<file path="config.mk">
export PLATFORM = sky130hd
export DESIGN_NAME = gaplus_rom_sender
export DESIGN_NICKNAME = d
export VERILOG_FILES = /design/src/rtl/gaplus_pkg.sv /design/src/rtl/gaplus_word_fifo.sv /design/src/rtl/gaplus_rom_sender.sv
export SDC_FILE = /design/constraint.sdc
export NUM_CORES = 1
export LEC_CHECK = 0
export CAP_MARGIN = 20
export CELL_PAD_IN_SITES_DETAIL_PLACEMENT = 0
export CELL_PAD_IN_SITES_GLOBAL_PLACEMENT = 1
export CORE_MARGIN = 1
export CORE_UTILIZATION = 49
export CTS_CLUSTER_SIZE = 10
export DETAILED_ROUTE_END_ITERATION = 7
export GPL_ROUTABILITY_DRIVEN = 1
export GPL_TIMING_DRIVEN = 0
export HOLD_SLACK_MARGIN = 0.06
export PLACE_DENSITY = 0.82
export SLEW_MARGIN = 20
export SYNTH_ARGS = -nofsm -noshare
export SYNTH_HDL_FRONTEND = slang
export SYNTH_HIERARCHICAL = 1
export SYNTH_SLANG_ARGS = --single-unit
</file>
<file path="constraint.sdc">
create_clock -name MCLK -period 12.7 [get_ports MCLK]
set_clock_uncertainty 0.15 [all_clocks]
set_input_delay 2.54 -clock MCLK [delete_from_list [all_inputs] [get_ports MCLK]]
set_output_delay 2.54 -clock MCLK [all_outputs]
set_load 0.1 [all_outputs]
</file>
<file path="src/rtl/gaplus_pkg.sv">
// Shared definitions for the GAPLUS ROM download sender.
//   ROM_AW  : width of the byte address on the ROM download bus
//   state_t : serialiser FSM states
package gaplus_pkg;
    localparam int ROM_AW = 18;

    typedef enum logic [1:0] {
        IDLE = 2'd0,
        POP  = 2'd1,
        SEND = 2'd2,
        GAP  = 2'd3
    } state_t;
endpackage

</file>
<file path="src/rtl/gaplus_word_fifo.sv">
// Synchronous word FIFO with flush.
// Ports:
//   clk, rst      clock, asynchronous active-high reset
//   flush         empties the FIFO; a push in the same cycle lands after the flush
//   push, wdata   write request and data (ignored when full unless a pop happens)
//   pop, rdata    read request and head-of-queue data (rdata is the current head)
//   full, empty   occupancy flags
module gaplus_word_fifo #(
    parameter int DEPTH = 16,
    parameter int WIDTH = 48
) (
    input  logic             clk,
    input  logic             rst,
    input  logic             flush,
    input  logic             push,
    input  logic [WIDTH-1:0] wdata,
    input  logic             pop,
    output logic [WIDTH-1:0] rdata,
    output logic             full,
    output logic             empty
);
    localparam int AW = (DEPTH > 1) ? $clog2(DEPTH) : 1;

    logic [WIDTH-1:0] mem [DEPTH];
    logic [AW-1:0]    wptr;
    logic [AW-1:0]    rptr;
    logic [AW:0]      count;
    logic             do_push;
    logic             do_pop;
    logic             wen;
    logic [AW-1:0]    waddr;

    assign empty   = (count == '0);
    assign full    = (count == (AW+1)'(DEPTH));
    assign do_pop  = pop && !empty;
    // A pop in the same cycle frees the slot, so a push on full is still taken.
    assign do_push = push && (!full || do_pop);
    assign rdata   = mem[rptr];

    // During a flush the pointers restart at zero, so the surviving push goes to slot 0.
    assign wen   = flush ? push : do_push;
    assign waddr = flush ? '0 : wptr;

    always_ff @(posedge clk or posedge rst) begin
        if (rst) begin
            wptr  <= '0;
            rptr  <= '0;
            count <= '0;
        end else if (flush) begin
            rptr  <= '0;
            wptr  <= push ? AW'(1) : '0;
            count <= push ? (AW+1)'(1) : '0;
        end else begin
            if (do_push) wptr <= wptr + AW'(1);
            if (do_pop)  rptr <= rptr + AW'(1);
            case ({do_push, do_pop})
                2'b10:   count <= count + (AW+1)'(1);
                2'b01:   count <= count - (AW+1)'(1);
                default: count <= count;
            endcase
        end
    end

    always_ff @(posedge clk) begin
        if (wen) mem[waddr] <= wdata;
    end
endmodule

</file>
<file path="src/rtl/gaplus_rom_sender.sv">
// Source end of the ROM download bus. Accepts 32-bit bridge writes, buffers them in a word
// FIFO and serialises each word as four big-endian byte strobes on ROMAD/ROMDT/ROMEN.
// Ports:
//   MCLK, RESET        master clock, asynchronous active-high reset
//   BR_WR/ADDR/DATA    bridge word write (byte address, bits[1:0] ignored)
//   DL_START, DL_END   download framing pulses
//   ROMCL              copy of MCLK for the loaders
//   ROMAD/ROMDT/ROMEN  byte bus; ROMAD/ROMDT valid whenever ROMEN=1, held between strobes
//   DL_ACTIVE/DL_DONE  download progress
//   OVERFLOW           sticky, a write was dropped on a full FIFO
//   dbg_state          current FSM state
module gaplus_rom_sender
    import gaplus_pkg::*;
#(
    parameter int          FIFO_DEPTH = 16,
    parameter logic [31:0] BASE_ADDR  = 32'h0000_0000,
    parameter int unsigned ROM_BYTES  = 262144,
    parameter int          BYTE_GAP   = 3
) (
    input  logic              MCLK,
    input  logic              RESET,
    input  logic              BR_WR,
    input  logic [31:0]       BR_ADDR,
    input  logic [31:0]       BR_DATA,
    input  logic              DL_START,
    input  logic              DL_END,
    output logic              ROMCL,
    output logic [ROM_AW-1:0] ROMAD,
    output logic [7:0]        ROMDT,
    output logic              ROMEN,
    output logic              DL_ACTIVE,
    output logic              DL_DONE,
    output logic              OVERFLOW,
    output state_t            dbg_state
);
    localparam int EW = ROM_AW - 2 + 32;   // FIFO entry: {word offset, data}
    localparam int GW = (BYTE_GAP > 1) ? $clog2(BYTE_GAP) : 1;

    state_t         state, state_next;
    logic [1:0]     k, k_next;
    logic [GW-1:0]  gap_cnt;
    logic           gap_last;
    logic           load_byte;
    logic [31:0]    off;
    logic           in_range;
    logic           pop_now;
    logic           push_ok;
    logic           overflow_evt;
    logic           full, empty;
    logic [EW-1:0]  head, hold, src;
    logic [7:0]     byte_next;
    logic           end_flag;

    assign ROMCL     = MCLK;
    assign ROMEN     = (state == SEND);
    assign dbg_state = state;

    // Subtracting first keeps the window check free of BASE_ADDR+ROM_BYTES overflow.
    assign off      = BR_ADDR - BASE_ADDR;
    assign in_range = (BR_ADDR >= BASE_ADDR) && (off < ROM_BYTES);
    assign pop_now  = (state == POP);
    // POP is only ever entered with a word available, so pop_now means a real pop.
    assign push_ok      = BR_WR && in_range && (DL_START || !full || pop_now);
    assign overflow_evt = BR_WR && in_range && !DL_START && full && !pop_now;
    assign gap_last     = (int'(gap_cnt) == BYTE_GAP - 1);

    gaplus_word_fifo #(
        .DEPTH (FIFO_DEPTH),
        .WIDTH (EW)
    ) u_fifo (
        .clk   (MCLK),
        .rst   (RESET),
        .flush (DL_START),
        .push  (BR_WR && in_range),
        .wdata ({off[ROM_AW-1:2], BR_DATA}),
        .pop   (pop_now && !DL_START),
        .rdata (head),
        .full  (full),
        .empty (empty)
    );

    // Next-state logic. IDLE looks at the incoming push too, so the first strobe lands
    // two cycles after a push into an empty FIFO.
    always_comb begin
        state_next = state;
        k_next     = k;
        load_byte  = 1'b0;
        case (state)
            IDLE: if (!empty || push_ok) state_next = POP;
            POP: begin
                state_next = SEND;
                k_next     = 2'd0;
                load_byte  = 1'b1;
            end
            SEND: begin
                if (BYTE_GAP != 0) begin
                    state_next = GAP;
                end else if (k == 2'd3) begin
                    state_next = empty ? IDLE : POP;
                end else begin
                    k_next    = k + 2'd1;
                    load_byte = 1'b1;
                end
            end
            GAP: begin
                if (gap_last) begin
                    if (k == 2'd3) begin
                        state_next = empty ? IDLE : POP;
                    end else begin
                        state_next = SEND;
                        k_next     = k + 2'd1;
                        load_byte  = 1'b1;
                    end
                end
            end
            default: state_next = IDLE;
        endcase
        if (DL_START) begin
            state_next = IDLE;
            k_next     = 2'd0;
            load_byte  = 1'b0;
        end
    end

    // In POP the holding register is being loaded on this same edge, so the first byte
    // comes straight from the FIFO head.
    assign src = pop_now ? head : hold;

    always_comb begin
        byte_next = 8'h00;
        case (k_next)
            2'd0: byte_next = src[31:24];
            2'd1: byte_next = src[23:16];
            2'd2: byte_next = src[15:8];
            2'd3: byte_next = src[7:0];
            default: byte_next = 8'h00;
        endcase
    end

    always_ff @(posedge MCLK or posedge RESET) begin
        if (RESET) begin
            state   <= IDLE;
            k       <= 2'd0;
            gap_cnt <= '0;
            hold    <= '0;
            ROMAD   <= '0;
            ROMDT   <= 8'h00;
        end else begin
            state <= state_next;
            k     <= k_next;
            if (state == GAP && !gap_last && !DL_START) gap_cnt <= gap_cnt + GW'(1);
            else                                        gap_cnt <= '0;
            if (pop_now) hold <= head;
            if (load_byte) begin
                ROMAD <= {src[EW-1:32], k_next};
                ROMDT <= byte_next;
            end
        end
    end

    always_ff @(posedge MCLK or posedge RESET) begin
        if (RESET) begin
            DL_ACTIVE <= 1'b0;
            DL_DONE   <= 1'b0;
            OVERFLOW  <= 1'b0;
            end_flag  <= 1'b0;
        end else if (DL_START) begin
            DL_ACTIVE <= 1'b1;
            DL_DONE   <= 1'b0;
            OVERFLOW  <= 1'b0;
            end_flag  <= 1'b0;
        end else begin
            if (overflow_evt)         OVERFLOW <= 1'b1;
            if (DL_END && DL_ACTIVE)  end_flag <= 1'b1;
            if (end_flag && empty && state == IDLE) begin
                DL_DONE   <= 1'b1;
                DL_ACTIVE <= 1'b0;
                end_flag  <= 1'b0;
            end
        end
    end
endmodule

</file>
# Word level (Yosys, flattened, before mapping)
# Memory sizes are Yosys's and may differ from the RTL's.
# Index checks and enable logic that the tools add are counted.
dict set report word_totals {
  reg_bits 97
  ramBits 768
  in_bits 69
  out_inout_bits 33
  wordCells 106
  mem_count 1
}
dict set report op_classes {
  add_sub_neg 6
  magnitude_cmp 2
  eq_ne 13
  n_mux 38
  n_reduce_logical 33
}
# memory depth word_bits read_ports rd_ports_with_merged_regs wr line_no
set memory_table {}
lappend memory_table {u_fifo.mem 16 48 1 0 1 gaplus_word_fifo.sv:24} ;# logic [WIDTH-1:0] mem [DEPTH];
# op n
set ops {}
lappend ops {{48-bit 2-to-1 mux} 1}
lappend ops {{32-bit by 1-bit >= comparator with 1-bit output, second input constant} 1}
lappend ops {{32-bit by 19-bit less-than comparator with 1-bit output, second input constant} 1}
lappend ops {{8-bit one-hot mux with 4 select lines} 1}
lappend ops {{4-bit 2-to-1 mux} 5}
lappend ops {{1-bit 2-to-1 mux} 18}
lappend ops {{2-bit 2-to-1 mux} 8}
lappend ops {{2-bit == test, second input constant} 7}
lappend ops {{1-bit logical AND} 14}
lappend ops {{5-bit one-hot mux with 2 select lines} 1}
lappend ops {{4-bit by 1-bit adder with 4-bit output, second input constant} 2}
lappend ops {{2-bit one-hot mux with 4 select lines} 1}
lappend ops {{2-bit nonzero test} 4}
lappend ops {{2-bit by 1-bit == test with 1-bit output, second input constant} 3}
lappend ops {{3-bit != test, second input constant} 2}
lappend ops {{3-bit nonzero test} 2}
lappend ops {{5-bit by 1-bit adder with 5-bit output, second input constant} 1}
lappend ops {{5-bit == test, second input constant} 1}
lappend ops {{1-bit logical NOT} 5}
lappend ops {{5-bit logical NOT} 1}
lappend ops {{5-bit 2-to-1 mux} 1}
lappend ops {{5-bit by 1-bit subtractor with 5-bit output, second input constant} 1}
lappend ops {{2-bit by 1-bit adder with 2-bit output, second input constant} 2}
lappend ops {{2-bit logical NOT} 2}
lappend ops {{4 further kinds} 7}

# Longest topological paths before layout
# Gate-level depths: netlist (run 1).
dict set report logic_depth {
  word_depth 9
  mapped_depth 14
  mapped_depth_nobuf 11
}

# Modules after synthesis
# Netlist (run 1), hierarchy kept.
# mod instances cells_each area_each_um2 seq_area_each_um2
set by_module_without_submodules {}
lappend by_module_without_submodules {gaplus_word_fifo 1 1296 29633.4 23387.4}
lappend by_module_without_submodules {gaplus_rom_sender 1 274 3310.7 1901.8}

==> results of run 1 <==
[cells by family (layout without fill, tap and decap cells)]
family	count (synthesis)	count (layout)	share of synthesized area
AOI/OAI and AO/OA	162	162	0.03676
adders and majority gates	7	7	0.002886
and+or+nand+nor	196	196	0.02852
DFF	857	857	0.7676
muxes	241	241	0.1480
other	0	2	0
buffers and inverters	102	399	0.01485
xor gates and xnor gates	5	5	0.001330
[worst reg2reg max path, delay by kind of cell (launching register included)]
family                 cells  cell delay (ns)
buffers and inverters      3             1.49
AO/OA/AOI/OAI              3             1.08
multiplexers               2             0.74
flip-flops                 1             0.36
AND/OR/NAND/NOR            1             0.16
[power groups by stage]
stage          Sequential, W  Clock [W]  Combinational, W
2_1_floorplan        0.00355  0.0000297          0.000219
3_3_place_gp         0.00329  0.0000353          0.000704
3_5_place_dp         0.00329  0.0000353          0.000719
4_1_cts              0.00323    0.00258          0.000723
5_1_grt              0.00324    0.00268          0.000757
6_report             0.00324    0.00254          0.000721
[final cells by class]
type	instances	area, um2
Multi-Input combinational cell	611	7286
Clock inverter	4	37.54
Tap cell	864	1081
Fill cell	4608	27220
Inverter	13	51.30
Buffer	89	440.4
Timing Repair Buffer	139	1914
Clock buffer	154	2775
Antenna cell	2	5.005
Sequential cell	857	25290
[final timing paths]
check / to / slack (ns) / cells after the start
worst max-delay path: ROMCL / 2.34 / 4
worst min-delay path: gap_cnt[0] / 0.28 / 1
worst max register to register: ROMDT[3] / 8.57 / 9
worst min register to register: gap_cnt[0] / 0.28 / 1
max in group asynchronous: ROMAD[5] / 9.71 / 3
min in group asynchronous: OVERFLOW / 2.05 / 2
[sequential cells by signal, indices dropped and copies added, names as in the netlist, 4 cells and up]
| signal | count |
|---|---|
| u_fifo/count | 5 |
| ROMDT | 8 |
| u_fifo/mem | 768 |
| ROMAD | 18 |
| hold | 40 |
| u_fifo/wptr | 4 |
| u_fifo/rptr | 4 |
[metrics by stage]
stage	hold slack, ns	cells	setup slack, ns
after global placement	0.2654	2533	2.407
final	0.2764	2733	2.340
after CTS	0.2748	2731	2.331
after detailed placement	0.2674	2574	2.607
after floorplan	0.2532	1570	3.448
after global routing	0.2764	2733	2.331
[routing by layer]
layer,wire [um],vias up
met1,29580,8730
met4,2235,12
met3,7715,147
li1,-,6957
met5,80,-
met2,37960,902
[placed cells by master, fill, tap and decap left out, types with 7 or more instances in the layout]
cell and n:
sky130_fd_sc_hd__a21oi_1 17, sky130_fd_sc_hd__a221oi_1 8, sky130_fd_sc_hd__a22oi_1 97, sky130_fd_sc_hd__buf_1 13
sky130_fd_sc_hd__buf_12 26, sky130_fd_sc_hd__buf_16 15, sky130_fd_sc_hd__buf_2 31, sky130_fd_sc_hd__clkbuf_1 83
sky130_fd_sc_hd__clkbuf_16 103, sky130_fd_sc_hd__clkdlybuf4s50_1 99, sky130_fd_sc_hd__dfrtp_1 89, sky130_fd_sc_hd__edfxtp_1 768
sky130_fd_sc_hd__inv_1 12, sky130_fd_sc_hd__mux2_1 7, sky130_fd_sc_hd__mux2_2 34, sky130_fd_sc_hd__mux4_2 192
sky130_fd_sc_hd__nand2_1 106, sky130_fd_sc_hd__nand2b_1 7, sky130_fd_sc_hd__nor2_1 22, sky130_fd_sc_hd__nor2_4 16
sky130_fd_sc_hd__nor2b_1 7, sky130_fd_sc_hd__o21ai_0 8, sky130_fd_sc_hd__o22ai_1 8
==> results_dict.tcl, run 1 <==
set metrics [dict create \
    outcome "complete, but fails checks" \
    violations "DRC" \
    worstReg2RegStart "u_fifo/rptr[1]" \
    synth_edf_count 768 \
    final_hold_viol_count 0 \
    async_flop_share 0.1039 \
    initial_core_util 0.4984 \
    worst_slew_pin_slew_ns 1.005 \
    timing.critical_path.buf_inv 4 \
    syn_to_final_growth_pct 18.02 \
    design.final.nets 1887 \
    number_of_register_bits_inferred_by_synthesis 857 \
    netlist.top_cell.by_area "sky130_fd_sc_hd__edfxtp_1" \
    post_cts.repair.setup_buffers 0 \
    met3_usage 0.05430 \
    syn_nets 1646 \
    synthTopCellsByCount "sky130_fd_sc_hd__edfxtp_1 (768), sky130_fd_sc_hd__mux4_2 (192), sky130_fd_sc_hd__nand2_1 (106)" \
    pin_count_of_the_biggest_net_entering_global_routing 41 \
    post_synth.cell_area_avg_um2 20.98 \
    synth_top_flop_cell "sky130_fd_sc_hd__edfxtp_1" \
    rows 94 \
    max-cap-violations 0 \
    unrepaired_setup_endpoints_after_global_routing "no" \
    place.detailed.hpwl_mm 48.60 \
    setup_viol 0 \
    met1_usage 0.3143 \
    layout-drive-gt1-share 0.2416 \
    cts_tree "built" \
    critical_path.max_fanout 2 \
    power.combinational.fraction 0.111 \
    most_common_cell_on_crit_path "sky130_fd_sc_hd__clkbuf_16" \
    timing.final.max_slew_violations 0 \
    seq_area_frac_synth 0.7676 \
    crit_type "clk -> out" \
    cell_internal_pwr_w 0.004867 \
    grt_overflow_total 0 \
    cts_resized 0 \
    critPathLaunch "MCLK" \
    cellLeakagePower_nw 12.57 \
    synth.yosys.warnings 6 \
    boundaryPins 102 \
    path_clk_slew_ns 0.05 \
    cts-hold-fix-buffers 0 \
    slew_headroom 0.3299 \
    place.port_buffers 99 \
    synth.top_cell.area_share 0.7000 \
    die-width_um 261.3 \
    netlist_top_cells_area "sky130_fd_sc_hd__edfxtp_1 (70%), sky130_fd_sc_hd__mux4_2 (13%), sky130_fd_sc_hd__dfrtp_1 (6.8%), sky130_fd_sc_hd__a22oi_1 (2.2%), sky130_fd_sc_hd__nand2_1 (1.2%)" \
    top_usage_layer "met2" \
    swShare 0.2504 \
    met2_usage 0.3760 \
    synthMostInstantiatedCell "sky130_fd_sc_hd__edfxtp_1" \
    grtUsageTotal 0.2340 \
    layout.cell_area.non_filler_mm2 0.03888 \
    power_frac_clock 0.391 \
    timing.critical_path.cells "clkbuf_16 -> clkbuf_16 -> buf_4 -> clkdlybuf4s50_1" \
    first_global_vias 17290 \
    routed_via_density 6.128 \
    crit_arrival_ns 7.67 \
    min_path_type "reg -> reg" \
    total_power_w 0.006493 \
    dieArea_mm2 0.06827 \
    layout.core_utilization 0.5882 \
    drc 8 \
    fin_tns_setup_ns 0 \
    hold_start "gap_cnt[0]" \
    worstSkewPairLatency_ns 0.75 \
    placedInstanceArea_mm2 0.03607 \
    crit_required_ns 10.01 \
    power.density_mw_per_mm2 167.0 \
    cpPeakStageDelay_ns 0.95 \
    synthesis.instances 1570 \
    ys_types 66 \
    vias 16750 \
    power.net_switching_w 0.001626 \
    mappedNetlistArea_mm2 0.03294 \
    core_area_mm2 0.06610 \
    drt-initial-drc-count 1779 \
    chipHeight_um 261.3 \
    crit_slowest_cell "sky130_fd_sc_hd__clkdlybuf4s50_1" \
    ir_drop_v 0.0002048 \
    drtAntennaViolNets 0 \
    gpl.final_weighted_congestion 0.8311 \
    grt_pass1_wl_mm 113.7 \
    sequential_share_of_power 0.498 \
    cpLargestDelayFamily "buffers and inverters" \
    wl_per_cell_um 28.38 \
    start_kind "clock port" \
    grt_antenna_before_repair 8 \
    first_pass_iters 8 \
    worstSetupEndpointType "output port" \
    wirelength_mm 77.57 \
]
(Power assumes the default switching activity.)
==> run 2: changes to the inputs <==
clock period = 9.8 ns   (was 12.7 ns; I/O delays follow)
==> results of run 2 <==
The final DEF is identical to that of run 1. Status: complete, but fails checks: DRC.
Main changes from that run: setup slack after placement 2.607 ns -> 1.737 ns; setup slack after layout 2.340 ns -> 1.470 ns; register-to-register setup slack 8.57 ns -> 5.67 ns; total power 0.006493 W -> 0.008414 W; worst IR drop on VDD 0.0002048 V -> 0.0002653 V
==> run 3: changes to the inputs <==
clock period = 8 ns   (was 9.8 ns; I/O delays follow)
==> results of run 3 <==
The final DEF is identical to that of run 1. Status: complete, but fails checks: DRC.
Main changes from that run: setup slack after placement 2.607 ns -> 1.197 ns; setup slack after layout 2.340 ns -> 0.9303 ns; register-to-register setup slack 8.57 ns -> 3.87 ns; total power 0.006493 W -> 0.01031 W; worst IR drop on VDD 0.0002048 V -> 0.0003251 V
